$ cat config.mk
export PLATFORM = sky130hd
export DESIGN_NAME = switch_read_sequencer
export DESIGN_NICKNAME = d
export VERILOG_FILES = /design/src/rtl/switch_read_sequencer.sv
export SDC_FILE = /design/constraint.sdc
export NUM_CORES = 1
export LEC_CHECK = 0
export CAP_MARGIN = 20
export CORE_UTILIZATION = 48
export CTS_BUF_LIST = sky130_fd_sc_hd__clkbuf_4 sky130_fd_sc_hd__clkbuf_8
export CTS_CLUSTER_DIAMETER = 30
export DETAILED_ROUTE_END_ITERATION = 7
export GPL_ROUTABILITY_DRIVEN = 0
export PLACE_DENSITY = 0.78
export SLEW_MARGIN = 5
export SYNTH_ARGS = -nofsm -noshare
export SYNTH_HDL_FRONTEND = slang
export SYNTH_SLANG_ARGS = --single-unit
$ cat constraint.sdc
create_clock -name clk -period 1.8 [get_ports clk]
set_input_delay 0.18 -clock clk [delete_from_list [all_inputs] [get_ports clk]]
set_output_delay 0.18 -clock clk [all_outputs]
set_load 0.01 [all_outputs]
$ cat src/rtl/switch_read_sequencer.sv
// Stalls a CPU read of the DIP-switch IO window until a debounced button press/release, then returns formatted switch data.
// Optional build macro: SWITCH_TIMEOUT_EN enables the WAIT_PRESS abort counter and the io_timeout pulse.
module switch_read_sequencer #(
   parameter int unsigned DEBOUNCE_CYCLES = 1_000_000,
   parameter int unsigned TIMEOUT_CYCLES  = 500_000_000
) (
   input  logic        clk,
   input  logic        rst,
   input  logic        SwitchCtrl,
   input  logic [31:0] address,
   input  logic [15:0] switch_input,
   input  logic        confirmation,
   output logic [15:0] data_IO_input,
   output logic        io_stall,
   output logic        io_done,
   output logic        io_timeout,
   output logic        waiting_led,
   output logic [1:0]  state_dbg
);

   typedef enum logic [1:0] {IDLE, WAIT_PRESS, WAIT_RELEASE, DONE} state_t;

   localparam logic [19:0] DB_LAST = 20'(DEBOUNCE_CYCLES - 1);

   state_t      state_q, state_d;
   logic        conf_s1_q, conf_s2_q;
   logic [15:0] sw_s1_q, sw_s2_q;
   logic        btn_stable_q, btn_stable_d;
   logic [19:0] db_cnt_q, db_cnt_d;
   logic [3:0]  addr_q, addr_d;
   logic [15:0] sw_q, sw_d;
   logic [15:0] data_q, data_d;
   logic        btn_rise;
   logic        in_window;
   logic        tmo_hit;

   function automatic logic [15:0] fmt(input logic [3:0] sel, input logic [15:0] sw);
      logic [15:0] r;
      r = 16'h0000;
      case (sel)
         4'h1:    r = sw;
         4'h3:    r = {{8{sw[15]}}, sw[15:8]};
         4'h5:    r = {8'h00, sw[15:8]};
         4'h7:    r = {13'h0000, sw[2:0]};
         4'h9, 4'hA, 4'hB, 4'hC, 4'hD, 4'hE, 4'hF:
                  r = {8'h00, sw[7:0]};
         default: r = 16'h0000;
      endcase
      return r;
   endfunction

   always_ff @(posedge clk or negedge rst) begin
      if (!rst) begin
         state_q      <= IDLE;
         conf_s1_q    <= 1'b0;
         conf_s2_q    <= 1'b0;
         sw_s1_q      <= 16'h0000;
         sw_s2_q      <= 16'h0000;
         btn_stable_q <= 1'b0;
         db_cnt_q     <= 20'd0;
         addr_q       <= 4'h0;
         sw_q         <= 16'h0000;
         data_q       <= 16'h0000;
      end else begin
         state_q      <= state_d;
         conf_s1_q    <= confirmation;
         conf_s2_q    <= conf_s1_q;
         sw_s1_q      <= switch_input;
         sw_s2_q      <= sw_s1_q;
         btn_stable_q <= btn_stable_d;
         db_cnt_q     <= db_cnt_d;
         addr_q       <= addr_d;
         sw_q         <= sw_d;
         data_q       <= data_d;
      end
   end

   // The accepted level flips on the DEBOUNCE_CYCLES-th consecutive disagreeing sample.
   always_comb begin
      btn_stable_d = btn_stable_q;
      db_cnt_d     = 20'd0;
      if (conf_s2_q != btn_stable_q) begin
         if (db_cnt_q == DB_LAST) btn_stable_d = conf_s2_q;
         else                     db_cnt_d     = db_cnt_q + 20'd1;
      end
   end

   // Only a fresh 0->1 flip counts, so a button already held on entry must release first.
   assign btn_rise  = ~btn_stable_q & btn_stable_d;
   assign in_window = (address[31:4] == 28'hFFF_FFFF) && (address[3:0] != 4'h0);

   always_comb begin
      state_d = state_q;
      addr_d  = addr_q;
      sw_d    = sw_q;
      data_d  = data_q;
      case (state_q)
         IDLE: begin
            if (SwitchCtrl) begin
               if (in_window) begin
                  addr_d  = address[3:0];
                  state_d = WAIT_PRESS;
               end else begin
                  data_d  = 16'h0000;
                  state_d = DONE;
               end
            end
         end
         WAIT_PRESS: begin
            if (btn_rise) begin
               sw_d    = sw_s2_q;
               state_d = WAIT_RELEASE;
            end else if (tmo_hit) begin
               data_d  = 16'h0000;
               state_d = DONE;
            end
         end
         WAIT_RELEASE: begin
            if (!btn_stable_q) begin
               data_d  = fmt(addr_q, sw_q);
               state_d = DONE;
            end
         end
         DONE:    state_d = IDLE;
         default: state_d = IDLE;
      endcase
   end

`ifdef SWITCH_TIMEOUT_EN
   localparam logic [31:0] TMO_LAST = 32'(TIMEOUT_CYCLES - 1);

   logic [31:0] tmo_cnt_q, tmo_cnt_d;
   logic        timeout_q, timeout_d;

   // Counts only while WAIT_PRESS persists; any state change restarts it.
   always_comb begin
      tmo_cnt_d = 32'd0;
      if (state_q == WAIT_PRESS && state_d == WAIT_PRESS) tmo_cnt_d = tmo_cnt_q + 32'd1;
      timeout_d = (state_q == WAIT_PRESS) && !btn_rise && tmo_hit;
   end

   always_ff @(posedge clk or negedge rst) begin
      if (!rst) begin
         tmo_cnt_q <= 32'd0;
         timeout_q <= 1'b0;
      end else begin
         tmo_cnt_q <= tmo_cnt_d;
         timeout_q <= timeout_d;
      end
   end

   assign tmo_hit    = (tmo_cnt_q == TMO_LAST);
   assign io_timeout = io_done & timeout_q;
`else
   assign tmo_hit    = 1'b0;
   assign io_timeout = 1'b0;
`endif

   assign io_done       = (state_q == DONE);
   assign io_stall      = SwitchCtrl & ~io_done;
   assign waiting_led   = (state_q == WAIT_PRESS) || (state_q == WAIT_RELEASE);
   assign data_IO_input = data_q;
   assign state_dbg     = state_q;

endmodule

Yosys cells after proc, flatten, opt, wreduce, memory -nomap -nowiden
Index checks and enable logic that the tools add are counted.
{"block": "op_classes", "addsub": 1, "n_eq_ne": 21, "mux": 14, "n_bitwise": 4, "n_reduce_logical": 10}
{"cell": "16-bit case mux with 5 select lines", "count": 1}
{"cell": "16-bit two-way mux", "count": 3}
{"cell": "20-bit two-way mux", "count": 2}
{"cell": "16-bit case mux with 2 select lines", "count": 1}
{"cell": "28-bit == test, second input constant", "count": 1}
{"cell": "4-bit == test, second input constant", "count": 7}
{"cell": "20-bit by 1-bit adder with 20-bit output, second input constant", "count": 1}
{"cell": "20-bit == test, second input constant", "count": 1}
{"cell": "4-bit by 3-bit == test with 1-bit output, second input constant", "count": 2}
{"cell": "2-bit two-way mux", "count": 4}
{"cell": "2-bit inequality test, second input constant", "count": 4}
{"cell": "2-bit case mux with 4 select lines", "count": 1}
{"cell": "7-bit OR reduction", "count": 1}
{"cell": "3-bit AND reduction", "count": 2}
{"cell": "2-bit == test, second input constant", "count": 2}
{"cell": "4-bit by 1-bit == test with 1-bit output, second input constant", "count": 1}
{"cell": "4-bit by 2-bit == test with 1-bit output, second input constant", "count": 1}
{"cell": "4-bit AND reduction", "count": 1}
{"cell": "4-bit nonzero test", "count": 1}
{"cell": "1-bit bitwise AND", "count": 2}
{"cell": "2-bit by 1-bit == test with 1-bit output, second input constant", "count": 1}
{"cell": "2-bit logical NOT", "count": 1}
{"cell": "1-bit two-way mux", "count": 2}
{"cell": "1-bit NOT", "count": 2}
{"cell": "5 further kinds", "count": 5}
{"block": "word_totals", "regBits": 93, "input_bits": 52, "output_inout_bits": 22, "elab_cells": 60}

Logic depth before layout (Yosys ltp)
{"block": "logic_depth", "depth_word": 6, "mapped_depth": 8, "ltp_nobuf": 7}

Least setup slack after synthesis
Ideal clock, no wire load.
{"block": "synth_path", "path_type": "reg2reg", "from": "register state_q[0] (netlist: state_dbg[0])", "to": "register data_q[15] (netlist: data_IO_input[15])", "setup_time_ns": 0.125, "t_arrival_ns": 1.739, "path_slack_ns": -0.064, "stages_incl_launch_ff": 8, "n_path_buf": 0, "period_less_slack_ns": 1.864, "cell_sequence": "dfrtp_1 > inv_1 > ha_1 > nand4_1 > nor4_1 > nand3_1 > nand3b_1 > mux2_2"}
{"block": "synth_between", "elab_chain_len": 3, "word_cells_on_any_way": 8, "cone_classes": "eq/ne: 4; mux: 1; reduce/logical: 3"}
{"element": "start: declaration", "line_no": "25", "rtl": "state_t state_q, state_d;"}
{"element": "start signal: assignment", "line_no": "65", "rtl": "state_q <= state_d;"}
{"element": "2-bit == test / 2-bit logical NOT (equally long branches)", "line_no": "97", "rtl": "case (state_q)"}
{"element": "2-bit inequality test (no source line) / 2-bit nonzero test (equally long branches)"}
{"element": "4-bit AND reduction (no source line)"}
{"element": "end signal: assignment", "line_no": "74", "rtl": "data_q <= data_d;"}
{"element": "end: declaration", "line_no": "32", "rtl": "logic [15:0] data_q, data_d;"}
Several ways; a longest one is shown, not always the timed one.
A chain may end at the register's enable or synchronous reset.

Worst setup path after layout
{"block": "layout_path", "from": "register db_cnt_q[12]", "to": "register sw_q[7]"}
{"block": "layout_between", "elab_chain_len": 5}
{"element": "start: declaration", "line_no": "29", "rtl": "logic [19:0] db_cnt_q, db_cnt_d;"}
{"element": "start signal: assignment", "line_no": "71", "rtl": "db_cnt_q <= db_cnt_d;"}
{"element": "20-bit == test", "line_no": "83", "rtl": "if (db_cnt_q == DB_LAST) btn_stable_d = conf_s2_q;"}
{"element": "1-bit two-way mux", "line_no": "83"}
{"element": "1-bit two-way mux", "line_no": "82", "rtl": "if (conf_s2_q != btn_stable_q) begin"}
{"element": "1-bit bitwise AND", "line_no": "89", "rtl": "assign btn_rise = ~btn_stable_q & btn_stable_d;"}
{"element": "2-bit AND reduction (no source line)"}
{"element": "end signal: assignment", "line_no": "73", "rtl": "sw_q <= sw_d;"}
{"element": "end: declaration", "line_no": "31", "rtl": "logic [15:0] sw_q, sw_d;"}
Every way passes these cells.

==> flow_metrics.py <==
metrics = {
    "status": {
        "status": "finished clean",
    },
    "pwr": {
        "peakVddDrop_mv": 0.510,
        "leakagePower_nw": 2.41,
        "p_per_area_nw_per_um2": 710,
    },
    "worst_setup_path": {
        "slowest_delay_ns": 0.40,
        "r2r_slack_ns": 0.007,
        "path_cells": "nor4b_2 > nand2_1 > nor3_4 > nand3_4 > buf_12 > mux2_4",
        "critPathKind": "reg2reg",
        "reg2reg_depth": 6,
        "crit_path_start_kind": "flip-flop",
        "critPathMaxFanout": 16,
        "rr_endpoint": "sw_q[7]",
        "cp-end-kind": "flip-flop",
        "crit_start": "db_cnt_q[12]",
        "r2r_start": "db_cnt_q[12]",
        "crit_slowest_cell": "dfrtp_1",
        "required_ns": 2.05,
        "cp.arrival_ns": 2.05,
        "endpoint": "sw_q[7]",
    },
    "die": {
        "io_pins": 74,
        "die_h_um": 91.6,
        "die_w_um": 91.6,
        "initial_core_util": 0.499,
        "core_area_um2": 7730,
        "die_area_um2": 8390,
        "num_rows": 32,
    },
    "global_route": {
        "grt-ovfl-total": 0,
        "antenna_found_initial": 0,
        "grt_max_degree": 42,
        "track_usage": 0.206,
        "grt_pass1_wl_um": 13100,
        "grt_pass1_vias": 2699,
    },
    "synthesis": {
        "yosys.area.top_type": "dfrtp_1",
        "yosys-top-cells-count": "dfrtp_1 (93), nor2_1 (25), nand2_1 (15), o2bb2ai_1 (15)",
        "synth_top_area_share": 0.604,
        "synth-main-ff-cell": "dfrtp_1",
        "synth_nets": 362,
        "avgSynthCellArea_um2": 12.6,
        "yosysSeqAreaShare": 0.604,
        "yosysMostFrequentCell": "dfrtp_1",
        "synth-seq-cells": 93,
        "synth_edf_count": 0,
        "synthCells": 305,
        "synth.distinct_cells": 41,
        "synth_area_leaders": "dfrtp_1 (60%), mux2_4 (3.9%), mux2_2 (3.5%), o2bb2ai_1 (3.4%), xor2_1 (2.7%)",
        "synth_area_um2": 3850,
        "ys_warn_count": 0,
        "ys_async_sr_fraction": 1.00,
    },
    "sta": {
        "finalCritPeriodShare": 0.996,
        "worstMarginPinSlew_ns": 0.545,
        "max_freq_mhz": 558,
        "finalMaxSlewViolations": 0,
        "fin_skew_ns": 0.00822,
        "rsz0062_at_grt": "yes",
        "max_slew_margin": 0.637,
        "setup_viol_count_final": 0,
        "min_period_ns": 1.79,
        "hold_viol_final": 0,
        "whs_ns": 0.240,
    },
    "detailed_routing": {
        "drcViolationCount": 0,
        "viasPerCell": 5.38,
        "drt_wl_total_um": 8370,
        "num_vias": 2843,
        "drt_iter0_markers": 246,
        "ant_nets": 0,
        "dr.pass1.iters": 5,
        "wl_per_cell_um": 15.9,
    },
    "clock_tree": {
        "tritoncts": "yes",
        "cts.clk_slew.worst_paths_ns": 0.09,
        "clk_path_buf_depth": 2,
        "cts_max_level": 3,
        "cts-root-buf": "clkbuf_8",
        "numCtsBuffers": 9,
        "clk_latency_ns": 0.37,
        "cts_sinks": 93,
    },
    "layout": {
        "antennaDiodeCount": 0,
        "area_growth_syn_to_layout_pct": 39.3,
        "post_route_cells_drive_above_1_share": 0.242,
        "nNetsFinal": 478,
        "fin_util": 0.695,
    },
    "run": {
        "drv_cap": 0,
    },
    "place": {
        "port_buffers": 72,
        "dp_hpwl_um": 5660,
    },
    "min_path": {
        "hold_class": "in2reg",
    },
}
-- metal layers --
metal  part of all wire  vias to the layer above  track usage
li1                   -                     1327            -
met1               0.42                     1388        0.268
met2               0.48                      110        0.328
met3              0.067                       18       0.0448
met4              0.025                        0        0.101
met5                  0                        -            0
-- metrics by stage --
stage | setup TNS (ns) | instance area, um^2 | total power (W) | worst slack (ns) | std cells
floorplan | -0.00833 | 3860 | 0.00221 | -0.00833 | 305
CTS | -0.0276 | 5170 | 0.00384 | -0.0210 | 520
global placement | -0.981 | 4960 | 0.00239 | -0.0765 | 503
detailed placement | -1.85 | 4960 | 0.00240 | -0.138 | 503
global route | -1.71 | 5370 | 0.00396 | -0.111 | 528
finish | 0 | 5370 | 0.00381 | 0.00670 | 528
-- registers in the layout, indices dropped and copies added, names as in the netlist --
signal	cells
sw_s1_q	16
state_dbg	2
conf_s2_q	1
db_cnt_q	20
addr_q	4
sw_s2_q	16
data_IO_input	16
conf_s1_q	1
btn_stable_q	1
sw_q	16
-- worst max-delay path: cells and delay by family, from the launching register on --
family	cells	cell delay (ns)
buf+inv	1	0.17
flops	1	0.40
mux	1	0.30
simple gates	4	0.80
-- area by class of cell --
| class | count | area [um^2] |
|---|---|---|
| Clock inverter | 7 | 86.3 |
| Multi-Input combinational cell | 190 | 1540 |
| Clock buffer | 9 | 124 |
| Sequential cell | 93 | 2330 |
| Fill cell | 534 | 2360 |
| Timing Repair Buffer | 115 | 1120 |
| Inverter | 12 | 45.0 |
| Tap cell | 102 | 128 |
-- logic make-up after synthesis --
kind of cell               count (synthesis)  synth area share
xor gates and xnor gates                  19            0.0432
adders and majority gates                  5            0.0162
DFF                                       93             0.604
buffers and inverters                     22            0.0260
and+or+nand+nor                           92             0.136
AOI/OAI and AO/OA                         49            0.0948
muxes                                     24            0.0792
other                                      1          0.000973
-- worst min path at each step --
stage / startpoint / end / cells after the start
final: switch_input[6] / sw_s1_q[6] / 1
after detailed placement: rst / db_cnt_q[0] / 1
after floorplan: rst / addr_q[0] / 0
after global placement: rst / db_cnt_q[0] / 1
after CTS: switch_input[10] / sw_s1_q[10] / 1
after global routing: switch_input[6] / sw_s1_q[6] / 1
-- cells in the final DEF, fill, tap and decap left out, types with 4 or more instances in the layout --
| cell | Yosys | final |
|---|---|---|
| a22o_1 | 5 | 5 |
| mux2_2 | 12 | 12 |
| nand3_1 | 9 | 8 |
| o21ai_0 | 9 | 9 |
| mux2_4 | 10 | 10 |
| nand2_1 | 15 | 15 |
| nor2b_1 | 4 | 4 |
| clkdlybuf4s50_1 | 0 | 68 |
| buf_6 | 1 | 4 |
| dfrtp_1 | 93 | 93 |
| a222oi_1 | 5 | 5 |
| xor2_1 | 12 | 12 |
| inv_1 | 12 | 10 |
| nand3b_1 | 4 | 4 |
| nand4_1 | 10 | 10 |
| o2bb2ai_2 | 0 | 7 |
| a21oi_1 | 7 | 7 |
| clkbuf_8 | 0 | 9 |
| nor2_1 | 25 | 25 |
| and4_1 | 4 | 4 |
| buf_4 | 1 | 34 |
| xnor2_1 | 7 | 7 |
| and3_1 | 4 | 4 |
| o2bb2ai_1 | 15 | 8 |
-- power by group --
group | internal, W | total, W | switching, W
Clock | 0.000673 | 0.00145 | 0.000776
Sequential | 0.00213 | 0.00215 | 0.0000160
Combinational | 0.000133 | 0.000218 | 0.0000852
Total | 0.00294 | 0.00381 | 0.000877
-- timing repair --
item                                   4_1_cts  5_1_grt
pin swaps                                    0        3
setup endpoints to repair                   19       59
resized for setup                            4       26
setup buffers                                0        5
hold buffers                                 1        0
endpoints found under the hold margin       39        0
gates cloned                                 0        3
No activity file was read; power rests on OpenSTA's default activity.
